**src/rtl/cpu_decode_queue.sv**
```systemverilog
// RV32 decode queue: instructions are decoded on push and the decoded fields
// are stored alongside the raw word, so the head presents registered fields.
module cpu_decode_queue #(
    parameter int unsigned DEPTH         = 4,
    parameter bit          STRICT_DECODE = 1'b1
) (
    input  logic                         i_clock,
    input  logic                         i_reset,
    input  logic                         i_valid,
    input  logic [31:0]                  i_instruction,
    input  logic [31:0]                  i_pc,
    output logic                         o_ready,
    input  logic                         i_flush,
    output logic                         o_valid,
    input  logic                         i_ready,
    output logic [31:0]                  o_instruction,
    output logic [31:0]                  o_pc,
    output logic [4:0]                   o_inst_rs1,
    output logic [4:0]                   o_inst_rs2,
    output logic [4:0]                   o_inst_rd,
    output logic [31:0]                  o_imm,
    output logic [2:0]                   o_format,
    output logic [$clog2(DEPTH+1)-1:0]   o_count
);

    localparam int unsigned AW = (DEPTH > 1) ? $clog2(DEPTH) : 1;
    localparam int unsigned CW = $clog2(DEPTH + 1);

    typedef enum logic [2:0] {
        FMT_R       = 3'd0,
        FMT_I       = 3'd1,
        FMT_S       = 3'd2,
        FMT_B       = 3'd3,
        FMT_U       = 3'd4,
        FMT_J       = 3'd5,
        FMT_INVALID = 3'd7
    } format_t;

    logic [31:0] r_inst_mem [DEPTH];
    logic [31:0] r_pc_mem   [DEPTH];
    logic [31:0] r_imm_mem  [DEPTH];
    format_t     r_fmt_mem  [DEPTH];

    logic [AW-1:0] r_wr_ptr;
    logic [AW-1:0] r_rd_ptr;
    logic [CW-1:0] r_count;

    format_t     w_fmt;
    logic [31:0] w_imm;
    logic        w_push;
    logic        w_pop;

    always_comb begin
        w_fmt = STRICT_DECODE ? FMT_INVALID : FMT_I;
        case (i_instruction[6:0])
            7'b0110011:                                     w_fmt = FMT_R;
            7'b0010011, 7'b0000011, 7'b1100111, 7'b1110011: w_fmt = FMT_I;
            7'b0100011:                                     w_fmt = FMT_S;
            7'b1100011:                                     w_fmt = FMT_B;
            7'b0110111, 7'b0010111:                         w_fmt = FMT_U;
            7'b1101111:                                     w_fmt = FMT_J;
            default:                                        ;
        endcase
    end

    always_comb begin
        w_imm = '0;
        case (w_fmt)
            FMT_I: w_imm = {{20{i_instruction[31]}}, i_instruction[31:20]};
            FMT_S: w_imm = {{20{i_instruction[31]}}, i_instruction[31:25], i_instruction[11:7]};
            FMT_B: w_imm = {{19{i_instruction[31]}}, i_instruction[31], i_instruction[7],
                            i_instruction[30:25], i_instruction[11:8], 1'b0};
            FMT_U: w_imm = {i_instruction[31:12], 12'b0};
            FMT_J: w_imm = {{11{i_instruction[31]}}, i_instruction[31], i_instruction[19:12],
                            i_instruction[20], i_instruction[30:21], 1'b0};
            default: w_imm = '0;
        endcase
    end

    assign o_ready = (r_count != CW'(DEPTH));
    assign o_valid = (r_count != '0);
    assign o_count = r_count;

    assign w_push = i_valid & o_ready & ~i_flush;
    assign w_pop  = o_valid & i_ready & ~i_flush;

    // Storage is deliberately left out of reset; only occupancy state is cleared.
    always_ff @(posedge i_clock) begin
        if (w_push) begin
            r_inst_mem[r_wr_ptr] <= i_instruction;
            r_pc_mem[r_wr_ptr]   <= i_pc;
            r_imm_mem[r_wr_ptr]  <= w_imm;
            r_fmt_mem[r_wr_ptr]  <= w_fmt;
        end
    end

    always_ff @(posedge i_clock or negedge i_reset) begin
        if (!i_reset) begin
            r_wr_ptr <= '0;
            r_rd_ptr <= '0;
            r_count  <= '0;
        end else if (i_flush) begin
            r_wr_ptr <= '0;
            r_rd_ptr <= '0;
            r_count  <= '0;
        end else begin
            if (w_push) begin
                r_wr_ptr <= r_wr_ptr + 1'b1;
            end
            if (w_pop) begin
                r_rd_ptr <= r_rd_ptr + 1'b1;
            end
            case ({w_push, w_pop})
                2'b10:   r_count <= r_count + 1'b1;
                2'b01:   r_count <= r_count - 1'b1;
                default: r_count <= r_count;
            endcase
        end
    end

    assign o_instruction = r_inst_mem[r_rd_ptr];
    assign o_pc          = r_pc_mem[r_rd_ptr];
    assign o_imm         = r_imm_mem[r_rd_ptr];
    assign o_format      = r_fmt_mem[r_rd_ptr];
    assign o_inst_rs1    = o_instruction[19:15];
    assign o_inst_rs2    = o_instruction[24:20];
    assign o_inst_rd     = o_instruction[11:7];

endmodule
```
**config.mk**
```make
export PLATFORM = sky130hd
export DESIGN_NAME = cpu_decode_queue
export DESIGN_NICKNAME = d
export VERILOG_FILES = /design/src/rtl/cpu_decode_queue.sv
export SDC_FILE = /design/constraint.sdc
export NUM_CORES = 1
export LEC_CHECK = 0
export ABC_AREA = 1
export BUFFER_PORTS_ARGS = -buffer_cell sky130_fd_sc_hd__clkbuf_2
export CELL_PAD_IN_SITES_DETAIL_PLACEMENT = 0
export CELL_PAD_IN_SITES_GLOBAL_PLACEMENT = 1
export CORE_MARGIN = 2
export CORE_UTILIZATION = 43
export DETAILED_ROUTE_END_ITERATION = 10
export PLACE_DENSITY_LB_ADDON = 0.15
export REMOVE_ABC_BUFFERS = 1
export SLEW_MARGIN = 15
export SYNTH_ARGS = -nofsm -noshare
export SYNTH_HDL_FRONTEND = slang
export SYNTH_SLANG_ARGS = --single-unit
```
**constraint.sdc**
```tcl
create_clock -name i_clock -period 5.4 [get_ports i_clock]
set_input_delay 1.35 -clock i_clock [delete_from_list [all_inputs] [get_ports i_clock]]
set_output_delay 1.35 -clock i_clock [all_outputs]
set_load 0.005 [all_outputs]
```
==> impl_metrics.csv, run 1 <==
group,metric,value,unit
power_and_ir_drop,p_per_area,393,nW/um2
sta,max_clock_freq,0.248,GHz
worst_setup_path,cp_slowest_cell,"buf_4",
layout,syn_to_final_growth,16.7,%
floorplanning,core-area,36400,um2
sta,fin_skew,0.0291,ns
hold_path,min_to,"o_count[2]",
layout,final_area,18500,um2
worst_setup_path,r2r_setup_slack,2.81,ns
worst_setup_path,end_kind,"output pin",
logic_synthesis,yosysUniqueCellTypes,30,
placed_design,placed_cells,1766,
worst_setup_path,cp_max_fo,94,
cts,insertion_delay,0.56,ns
logic_synthesis,ys_seq_area_frac,0.761,
global_routing,globalRouteTotalUtil,0.188,
floorplanning,die-area,38400,um2
sta,tns,0,ns
worst_setup_path,required,4.05,ns
global_routing,grt_pass1_vias,9511,
cts,cts_buffer_depth,3,
placed_design,postPlaceCellArea,17100,um2
power_and_ir_drop,p_total,7.27,mW
sta,setup_slack,1.37,ns
cts,path_clk_slew,0.06,ns
logic_synthesis,synth_area_leader_cell,"edfxtp_1",
worst_setup_path,critical_path_class,"reg2out",
logic_synthesis,syn_area_per_cell,13.4,um2
floorplanning,die_x,196,um
hold_path,min_path_type,"reg2reg",
logic_synthesis,synth.top_cell.area_share,0.750,
worst_setup_path,slowest_delay,0.52,ns
placed_design,place_hpwl,19600,um
placed_design,io_buffers,187,
logic_synthesis,synth-seq-cells,403,
power_and_ir_drop,power_leakage,6.62,nW
worst_setup_path,start_kind,"flop",
cts,cts_tree,"built",
route,drt_iter0_drc,558,
logic_synthesis,synthTopCellsByArea,"edfxtp_1 75%, o21ai_0 6.7%, nor2_1 4.9%, o22ai_1 3.9%, nand2_1 1.5%",
cts,post_cts_resized,0,
cts,clock_sinks,403,
worst_setup_path,worstPathCellList,"inv_6 > buf_4 > nor2_1 > o22ai_1 > clkbuf_2",
layout,final_common_cell,"edfxtp_1",
sta,finalCriticalPeriod,4.03,ns
route,drtAntennaViolNets,0,
sta,setup_viol,0,
sta,hold_viol,0,
cts,h-tree-depth,2,
route,wl_per_cell,19.6,um
sta,relSlewSlack,0.378,
cts,clockRootBuffer,"clkbuf_16",
cts,cts_buffers,43,
floorplanning,rows,70,
route,wl,36100,um
sta,report.final.slew_viol_count,0,
floorplanning,start_util,0.435,
layout,num_antenna_cells,0,
global_routing,antenna_found_initial,0,
placed_design,place_congestion,0.709,
layout,final_cells,1841,
sta,worst_hold_slack,0.615,ns
logic_synthesis,syn_inst,1184,
outcome,status,"completed",
global_routing,grt_max_degree,200,
placed_design,pre_cts_slack,1.89,ns
layout,post-route-util,0.508,
floorplanning,io_pins,188,
worst_setup_path,reg2reg_to,"r_pc_mem[1][13]",
cts,ctsHoldBuffers,0,
sta,rsz0062_at_grt,"false",
worst_setup_path,reg2reg_depth,7,
power_and_ir_drop,peakVddDrop,0.000263,V
hold_path,holdPathStages,2,
global_routing,grt_pass1_wl,54700,um
job,cap_violations,0,
logic_synthesis,yosys_warnings,0,
layout,nNetsFinal,1417,
cts,cts_setup_buffers,0,
layout,final_cell_mix,"396 x edfxtp_1, 211 x o21ai_0, 205 x nor2_1, 187 x clkbuf_2, 99 x o22ai_1",
route,first_pass_iters,6,
floorplanning,dieHeight,196,um
worst_setup_path,critPathTopFamily,"buffers and inverters",
route,viasPerCell,5.25,
sta,worst_pin_slew,0.933,ns
route,vias,9668,
global_routing,gr-total-overflow,0,
worst_setup_path,worstReg2RegStart,"o_count[0]",
logic_synthesis,netlist_area,15800,um2
layout,layout-drive-gt1-share,0.200,
worst_setup_path,arrival,2.68,ns
route,route.detailed.drc,0,
worst_setup_path,crit_buf_inv,3,
sta,period_share,0.747,
hold_path,hold_path.startpoint,"o_count[2]",
-- worst max path at each step --
stage | from | end | slack, ns | cells past startpoint
4_1_cts | r_rd_ptr[0] | o_imm[3] | 1.28 | 5
3_5_place_dp | r_rd_ptr[0] | o_imm[3] | 1.89 | 5
5_1_grt | r_rd_ptr[0] | o_instruction[7] | 1.18 | 5
3_3_place_gp | r_rd_ptr[0] | o_imm[3] | 1.91 | 5
2_1_floorplan | r_rd_ptr[0] | o_inst_rd[0] | -1.59 | 3
6_report | r_rd_ptr[0] | o_imm[0] | 1.37 | 5
-- synthesized netlist by cell type --
library cell,number
nor2_2,2
nor3_1,1
clkbuf_1,45
buf_2,18
o21ai_2,1
clkbuf_2,1
xor2_1,1
nor3_2,1
a21boi_0,1
nand3b_1,19
edfxtp_1,396
inv_2,2
clkinv_1,1
ha_1,4
inv_1,35
nand2_1,65
nand3_2,1
nor2_1,209
nand4_1,1
o21ai_1,4
dfrtp_1,7
o21ai_0,211
buf_4,21
o22ai_1,99
fa_1,1
nand3_1,19
buf_6,2
nand2_2,3
a21oi_1,12
nor3_4,1
-- power breakdown --
part / internal, mW / switching, mW
sequential: 3.54 / 0.0258
combinational: 0.289 / 0.577
clock: 1.70 / 1.14
total: 5.53 / 1.74
-- registers in the layout, summed over array words and instances (netlist names) --
register    flops
r_rd_ptr        2
r_fmt_mem      12
r_imm_mem     128
o_count         3
r_pc_mem      128
r_wr_ptr        2
r_inst_mem    128
-- cell families after synthesis --
group,after synthesis,share of synthesized area
AO/OA/AOI/OAI,328,0.112
AND/OR/NAND/NOR,322,0.0849
adder cells (fa/ha/maj),5,0.00442
buffers and inverters,125,0.0370
XOR/XNOR,1,0.000553
flip-flops,403,0.761
-- cell type report --
| cell class | count | area (um2) |
|---|---|---|
| fill | 3187 | 17900 |
| sequential | 403 | 12100 |
| tap | 468 | 586 |
| clock inverter | 22 | 209 |
| inverter | 38 | 149 |
| clock buffer | 53 | 1160 |
| multi-input combinational | 656 | 3230 |
| timing repair buffer | 201 | 1100 |
-- routing by layer --
layer,GRT usage,share of wire,up-vias
li1,-,-,4670
met1,0.251,0.45,4744
met2,0.315,0.49,211
met3,0.0397,0.048,43
met4,0.0469,0.017,0
met5,0,0,-
-- worst min-delay path, cell delays in order (launching register included) --
cell	delay (ns)
dfrtp_1	0.42
nand3_1	0.09
nand2_1	0.07
No activity file was read; power rests on OpenSTA's default activity.
==> inputs of run 2 (changes only) <==
--- a/config.mk
+++ b/config.mk
@@ -5,12 +5,12 @@
 export SDC_FILE = /design/constraint.sdc
 export NUM_CORES = 1
 export LEC_CHECK = 0
-export ABC_AREA = 1
+export ABC_AREA = 0
 export BUFFER_PORTS_ARGS = -buffer_cell sky130_fd_sc_hd__clkbuf_2
 export CELL_PAD_IN_SITES_DETAIL_PLACEMENT = 0
 export CELL_PAD_IN_SITES_GLOBAL_PLACEMENT = 1
 export CORE_MARGIN = 2
-export CORE_UTILIZATION = 43
+export CORE_UTILIZATION = 51
 export DETAILED_ROUTE_END_ITERATION = 10
 export PLACE_DENSITY_LB_ADDON = 0.15
 export REMOVE_ABC_BUFFERS = 1
==> constraint.sdc (replaced) <==
create_clock -name i_clock -period 4.1 [get_ports i_clock]
set_input_delay 1.025 -clock i_clock [delete_from_list [all_inputs] [get_ports i_clock]]
set_output_delay 1.025 -clock i_clock [all_outputs]
set_load 0.005 [all_outputs]
==> impl_metrics.csv, run 2 <==
group,metric,value,unit
cts,clockRootBuffer,"clkbuf_16",
power_and_ir_drop,power_leakage,6.27,nW
layout,syn_to_final_growth,17.4,%
outcome,status,"completed",
route,wl,29400,um
cts,path_clk_slew,0.06,ns
worst_setup_path,end_kind,"output pin",
logic_synthesis,synthTopCellsByCount,"396 x edfxtp_1, 99 x mux4_2, 23 x a21o_1",
layout,largestRegisters,"r_imm_mem x128, r_inst_mem x128, r_pc_mem x128",
logic_synthesis,synth-edff-count,396,
power_and_ir_drop,peakVddDrop,0.000325,V
cts,cts_buffer_depth,3,
cts,clock_sinks,403,
logic_synthesis,synth_area_leader_cell,"edfxtp_1",
power_and_ir_drop,pwr-share-comb,0.186,
worst_setup_path,cp_slowest_cell,"dfrtp_4",
logic_synthesis,syn_inst,663,
placed_design,io_buffers,187,
cts,h-tree-depth,2,
worst_setup_path,worstPathCellList,"buf_12 > mux4_2 > clkbuf_2",
logic_synthesis,ys_seq_area_frac,0.783,
sta,period_share,0.841,
logic_synthesis,synthTopCellsByArea,"edfxtp_1 77%, mux4_2 14%, dfrtp_1 1.1%, a21o_1 1.1%, buf_4 0.73%",
power_and_ir_drop,p_per_area,573,nW/um2
worst_setup_path,required,3.07,ns
global_routing,globalRouteTotalUtil,0.189,
sta,max_clock_freq,0.290,GHz
floorplanning,core-area,29700,um2
layout,post-route-util,0.609,
layout,num_antenna_cells,0,
layout,nNetsFinal,942,
hold_path,min_path_type,"in2async",
global_routing,gr-total-overflow,0,
layout,final_cell_mix,"396 x edfxtp_1, 187 x clkbuf_2, 99 x mux4_2, 43 x clkbuf_16, 23 x a21o_1",
global_routing,grt_pass1_vias,7672,
worst_setup_path,critical_path_class,"reg2out",
worst_setup_path,start_kind,"flop",
sta,rsz0062_at_grt,"false",
worst_setup_path,r2r_setup_slack,1.62,ns
sta,report.final.slew_viol_count,0,
logic_synthesis,netlist_area,15400,um2
job,cap_violations,0,
placed_design,place_hpwl,17900,um
logic_synthesis,yosysUniqueCellTypes,48,
sta,hold_viol,0,
placed_design,place_congestion,0.758,
logic_synthesis,yosysMostFrequentCell,"edfxtp_1",
layout,final_common_cell,"edfxtp_1",
cts,ctsHoldBuffers,0,
route,wl_per_cell,22.8,um
sta,relSlewSlack,0.428,
floorplanning,start_util,0.519,
power_and_ir_drop,netSwitchingFraction,0.243,
layout,final_cells,1288,
sta,finalCriticalPeriod,3.45,ns
layout,layout-drive-gt1-share,0.420,
route,viasPerCell,5.69,
route,route.detailed.drc,0,
global_routing,grt_max_degree,57,
power_and_ir_drop,clkPwrFrac,0.337,
worst_setup_path,reg2reg_depth,5,
cts,post_cts_resized,0,
floorplanning,die_x,178,um
power_and_ir_drop,p_seq_frac,0.477,
power_and_ir_drop,switchingPower,2.52,mW
logic_synthesis,syn_area_per_cell,23.3,um2
logic_synthesis,async_flop_share,0.0174,
worst_setup_path,reg2reg_to,"r_inst_mem[3][29]",
cts,cts_tree,"built",
placed_design,placed_cells,1215,
worst_setup_path,worstReg2RegStart,"o_count[0]",
floorplanning,rows,63,
route,vias,7326,
global_routing,grt_pass1_wl,44500,um
sta,worst_pin_slew,0.851,ns
route,drtAntennaViolNets,0,
global_routing,antenna_found_initial,0,
worst_setup_path,arrival,2.42,ns
worst_setup_path,cp_max_fo,43,
route,first_pass_iters,4,
power_and_ir_drop,p_int,7.86,mW
logic_synthesis,yosys_warnings,0,
route,drt_iter0_drc,519,
logic_synthesis,synth.top_cell.area_share,0.771,
sta,fin_skew,0.0187,ns
floorplanning,io_pins,188,
floorplanning,die-area,31600,um2
cts,insertion_delay,0.53,ns
cts,cts_buffers,41,
logic_synthesis,ys.flop_type,"edfxtp_1",
floorplanning,dieHeight,178,um
sta,setup_viol,0,
cts,cts_setup_buffers,0,
logic_synthesis,synth-seq-cells,403,
worst_setup_path,slowest_delay,0.74,ns
[run 2: changes by cell type in the layout (fill, tap and decap cells not counted), sizes merged, moves of 6 or more]
cell | previous run | this run
nand2 | 68 | 6
and2 | 0 | 11
a21o | 0 | 23
inv | 38 | 7
buf | 14 | 20
nand3 | 20 | 3
nand3b | 19 | 0
nor2 | 211 | 9
o22ai | 99 | 0
mux4 | 0 | 99
o21ai | 216 | 3
a21oi | 12 | 3
[run 2: routing by layer]
| layer | share of wire | track usage |
|---|---|---|
| met4 | 0.019 | 0.0505 |
| met5 | 0 | 0 |
| met1 | 0.42 | 0.261 |
| met3 | 0.060 | 0.0398 |
| met2 | 0.50 | 0.310 |
[run 2: critical path, delay by kind of cell (launching register included)]
kind	cells	cell delay, ns
buffers and inverters	2	0.52
muxes	1	0.59
DFF	1	0.74
[run 2: cells by family (layout without fill, tap and decap cells)]
kind of cell | Yosys count | in the layout | share of synthesized area
adder cells (fa/ha/maj) | 5 | 5 | 0.00454
XOR/XNOR | 4 | 4 | 0.00227
multiplexers | 104 | 104 | 0.148
buffers and inverters | 51 | 286 | 0.0179
AND/OR/NAND/NOR | 51 | 51 | 0.0198
AO/OA/AOI/OAI | 45 | 45 | 0.0248
flip-flops | 403 | 403 | 0.783
[run 2: layout make-up]
class                   instances  area, um2
flip-flops and latches        403      12100
clock buffers                  53       1110
repair buffers                207       1160
fillers                      2144      11600
multi-input cells             209       3100
inverters                       6       22.5
clock inverters                20        149
well taps                     390        488
[run 2: power groups by stage]
stage	clock (mW)	sequential, mW	combinational [mW]
finish	3.50	4.95	1.93
global route	3.72	4.98	2.11
CTS	3.57	4.96	1.99
detailed placement	0	5.04	1.98
global placement	0	5.02	1.96
floorplan	0	5.17	1.09
[run 2: worst max path at each step]
stage                         to  slack (ns)        start  cells past startpoint
floorplan           o_inst_rd[0]       -1.50  r_rd_ptr[0]                      1
global placement        o_pc[25]        1.14  r_rd_ptr[0]                      3
detailed placement      o_pc[18]        1.13  r_rd_ptr[0]                      3
CTS                    o_imm[30]        0.57  r_rd_ptr[0]                      3
global route            o_pc[18]        0.48  r_rd_ptr[0]                      3
finish                  o_pc[14]        0.65  r_rd_ptr[0]                      3
[run 2: per-stage QoR]
stage               TNS [ns]  power [mW]  area [um2]  setup WS [ns]  hold slack (ns)
floorplan            -169.39        6.26       15200          -1.50            0.536
global placement           0        6.98       16800           1.14            0.556
detailed placement         0        7.03       16800           1.13            0.573
CTS                        0        10.5       18100          0.567            0.325
global route               0        10.8       18100          0.475            0.335
finish                     0        10.4       18100          0.654            0.335
